## src/rtl/mux_arbiter2.sv

```systemverilog
// Two-requester arbiter feeding a registered 2:1 mux output with a valid/ready handshake.
// Optional round-robin tie-breaking is enabled by defining MUX_ARBITER2_ROUND_ROBIN_EN.
//
// state | meaning
// IDLE  | Out holds no valid data, OutValid=0
// HOLD0 | Out holds data captured from Input0
// HOLD1 | Out holds data captured from Input1
module mux_arbiter2 #(
    parameter int WIDTH = 32
) (
    input  logic             Clk,
    input  logic             Resetn,
    input  logic             Req0,
    input  logic [WIDTH-1:0] Input0,
    output logic             Ack0,
    input  logic             Req1,
    input  logic [WIDTH-1:0] Input1,
    output logic             Ack1,
    output logic [WIDTH-1:0] Out,
    output logic             OutValid,
    input  logic             OutReady,
    output logic             Select
);

    typedef enum logic [1:0] {
        IDLE  = 2'd0,
        HOLD0 = 2'd1,
        HOLD1 = 2'd2
    } state_t;

    state_t           state_q, state_d;
    logic [WIDTH-1:0] out_q, out_d;
    logic             sel_q, sel_d;
    logic             capture;
    logic             winner;

`ifdef MUX_ARBITER2_ROUND_ROBIN_EN
    logic ptr_q, ptr_d;

    // Pointer names the requester that wins the next tie; it flips away from each grant.
    always_comb begin
        ptr_d = ptr_q;
        if (capture) begin
            ptr_d = ~winner;
        end
    end

    always_ff @(posedge Clk or negedge Resetn) begin
        if (!Resetn) begin
            ptr_q <= 1'b0;
        end else begin
            ptr_q <= ptr_d;
        end
    end
`else
    logic ptr_q;
    assign ptr_q = 1'b0;
`endif

    always_comb begin
        state_d = state_q;
        out_d   = out_q;
        sel_d   = sel_q;
        Ack0    = 1'b0;
        Ack1    = 1'b0;
        // Resetn gates capture so no Ack can escape while reset is held.
        capture = Resetn && ((state_q == IDLE) || OutReady) && (Req0 || Req1);
        winner  = (Req0 && Req1) ? ptr_q : Req1;

        if (capture) begin
            out_d   = winner ? Input1 : Input0;
            sel_d   = winner;
            state_d = winner ? HOLD1 : HOLD0;
            Ack0    = ~winner;
            Ack1    = winner;
        end else if ((state_q != IDLE) && OutReady) begin
            state_d = IDLE;
        end
    end

    always_ff @(posedge Clk or negedge Resetn) begin
        if (!Resetn) begin
            state_q <= IDLE;
            out_q   <= '0;
            sel_q   <= 1'b0;
        end else begin
            state_q <= state_d;
            out_q   <= out_d;
            sel_q   <= sel_d;
        end
    end

    assign Out      = out_q;
    assign OutValid = (state_q != IDLE);
    assign Select   = sel_q;

endmodule

```

## config.mk

```make
export PLATFORM = sky130hd
export DESIGN_NAME = mux_arbiter2
export DESIGN_NICKNAME = d
export VERILOG_FILES = /design/src/rtl/mux_arbiter2.sv
export SDC_FILE = /design/constraint.sdc
export NUM_CORES = 1
export LEC_CHECK = 0
export BUFFER_PORTS_ARGS = -buffer_cell sky130_fd_sc_hd__buf_2
export CAP_MARGIN = 40
export CORE_ASPECT_RATIO = 0.8
export CORE_MARGIN = 8
export CORE_UTILIZATION = 45
export DETAILED_ROUTE_END_ITERATION = 12
export GPL_TIMING_DRIVEN = 1
export PLACE_DENSITY = 0.8
export SLEW_MARGIN = 20
export SYNTH_ARGS = -nofsm -noshare
export SYNTH_HDL_FRONTEND = slang
export SYNTH_SLANG_ARGS = --single-unit
```

## constraint.sdc

```tcl
create_clock -name Clk -period 1.98 [get_ports Clk]
set_input_delay 0.396 -clock Clk [delete_from_list [all_inputs] [get_ports Clk]]
set_output_delay 0.396 -clock Clk [all_outputs]
set_load 0.1 [all_outputs]
```

==> flow_metrics.tcl <==
set metrics [dict create \
    initialDrtViolationCount 34 \
    fin_crit_ns 1.87 \
    ant_nets 0 \
    chipWidth_um 89.7 \
    cts.sinks 35 \
    ctsResizeCount 0 \
    num_rows 21 \
    via_per_inst 4.70 \
    fin_nets 295 \
    rrSetupSlack_ns 0.36 \
    coreArea_um2 4180 \
    leakage_nw 1.38 \
    cp-start-kind "flop" \
    timing.rr.end "Out[31]" \
    die_height_um 74.9 \
    hold_ws_ns 0.198 \
    gp_routability_congestion 0.712 \
    clock-skew-final_ns 0.00242 \
    setup_viol 0 \
    drive_above_1_share 0.815 \
    root_buffer "clkbuf_8" \
    grt_max_degree 36 \
    fmax_mhz 536 \
    cts_buffer_depth 2 \
    grt_usage 0.138 \
    io_pins 105 \
    yosys.area.top_type_share 0.448 \
    overflow 0 \
    power.density_nw_per_um2 1240 \
    drc 0 \
    rr_startpoint "state_q[1]" \
    cts_setup_buffers 0 \
    tritoncts "yes" \
    nFillCells 338 \
    synthArstFlopShare 1.00 \
    synthTopCellsByArea "dfrtp_1, mux2_4, mux2_2, buf_6, buf_8" \
    yosysUniqueCellTypes 14 \
    worst_slack_ns 0.114 \
    crit_fanout 3 \
    cap_viol_max_count 0 \
    finalHoldViolCount 0 \
    synth_flop_cell "dfrtp_1" \
    relSlewSlack 0.669 \
    dp.cells 276 \
    synth_common_cells "mux2_4, dfrtp_1, mux2_2" \
    status "completed" \
    tns_ns 0 \
    netlist_instances 118 \
    synthesis.area_um2 1950 \
    numPortBuffers 104 \
    initial_core_util 0.468 \
    slew_violations 0 \
    synth_nets 187 \
    rsz0062_at_grt "no" \
    antenna_found_initial 0 \
    critPathCaptureType "primary output" \
    syn_avg_cell_area_um2 16.6 \
    tightest_slew_ns 0.500 \
    synth_edf_count 0 \
    cts_made_buffers 5 \
    avgRoutedWirePerCell_um 16.1 \
    num_antenna_cells 0 \
    cp.required_ns 1.58 \
    grt_pass1_wl_um 7120 \
    period_share 0.942 \
    area_growth_pct 35.3 \
    hold_class "primary input to asynchronous set/reset pin" \
    post-place-ws_ns 0.186 \
    cp.arrival_ns 1.47 \
    clock_latency_ns 0.27 \
    synth.ff_latch_count 35 \
    synth_top_cell_by_area "dfrtp_1" \
    reg2reg_depth 4 \
    fin_cells 284 \
    ys_seq_area_frac 0.448 \
    drtPass1Iterations 2 \
    synth_most_common_cell "mux2_4" \
    htree_num_levels 2 \
    ys_warn_count 0 \
    cts.clk_slew.worst_paths_ns 0.06 \
    totalPowerFinal_w 0.00329 \
    die-area_um2 6720 \
    wl_um 4580 \
    worstSetupPathType "flop to primary output" \
    hpwl_um 3630 \
    postCtsHoldBufs 0 \
    dr_total_vias 1336 \
    vdd_drop_max_mv 0.669 \
    grt_pass1_vias 1528 \
]
critical path: stages, from the launching register on:
cell	delay, ns
dfrtp_1	0.38
nor2_1	0.20
o221ai_1	0.22
nor2_2	0.21
buf_12	0.19
cell usage in the layout, fill, tap and decap left out, drive strengths merged:
master	netlist	routed
a22o	1	1
and2	1	1
buf	8	109
clkbuf	0	8
dfrtp	35	35
inv	2	2
mux2	65	65
nor2	2	2
nor2b	1	1
o221a	1	1
o221ai	1	1
o2bb2ai	1	1
cell families after synthesis:
group                  after synthesis  synth area share
AOI/OAI and AO/OA                    4            0.0192
buffers and inverters               10            0.0519
DFF                                 35             0.448
muxes                               65             0.471
and+or+nand+nor                      4            0.0102
worst max path at each step:
stage | from | depth (start not counted) | end | slack [ns]
6_report | state_q[1] | 4 | Ack0 | 0.11
2_1_floorplan | Req1 | 4 | Ack0 | 0.005
3_5_place_dp | Req1 | 5 | Ack1 | 0.19
5_1_grt | state_q[1] | 4 | Ack0 | 0.04
4_1_cts | state_q[1] | 4 | Ack1 | 0.08
3_3_place_gp | Req0 | 5 | Ack1 | 0.22
state kept, by name, summed over array words and instances (netlist names):
signal	count
state_q	2
Select	1
Out	32
metal layers:
| layer | track usage | wire (µm) |
|---|---|---|
| met1 | 0.158 | 1830 |
| met3 | 0.0665 | 652 |
| met5 | 0 | 0 |
| met4 | 0.0331 | 26 |
| met2 | 0.228 | 2070 |
final cells by class:
class	instances	area, µm²	area share
Clock buffer	8	100	0.0379
Inverter	2	7.51	0.00284
Timing Repair Buffer	109	601	0.227
Sequential cell	35	876	0.331
Multi-Input combinational cell	73	988	0.374
Tap cell	57	71.3	0.0270
report_power, final:
| group | internal, W | switching, W |
|---|---|---|
| registers | 0.000866 | 0.0000738 |
| clock network | 0.000317 | 0.000228 |
| logic | 0.000432 | 0.00137 |
per-stage QoR:
step,utilization,instance area (µm²)
final,0.633,2640
after global routing,0.633,2640
after CTS,0.633,2640
after detailed placement,0.609,2540
after global placement,0.609,2540
after floorplan,-,1960
No activity file was read; power rests on OpenSTA's default activity.
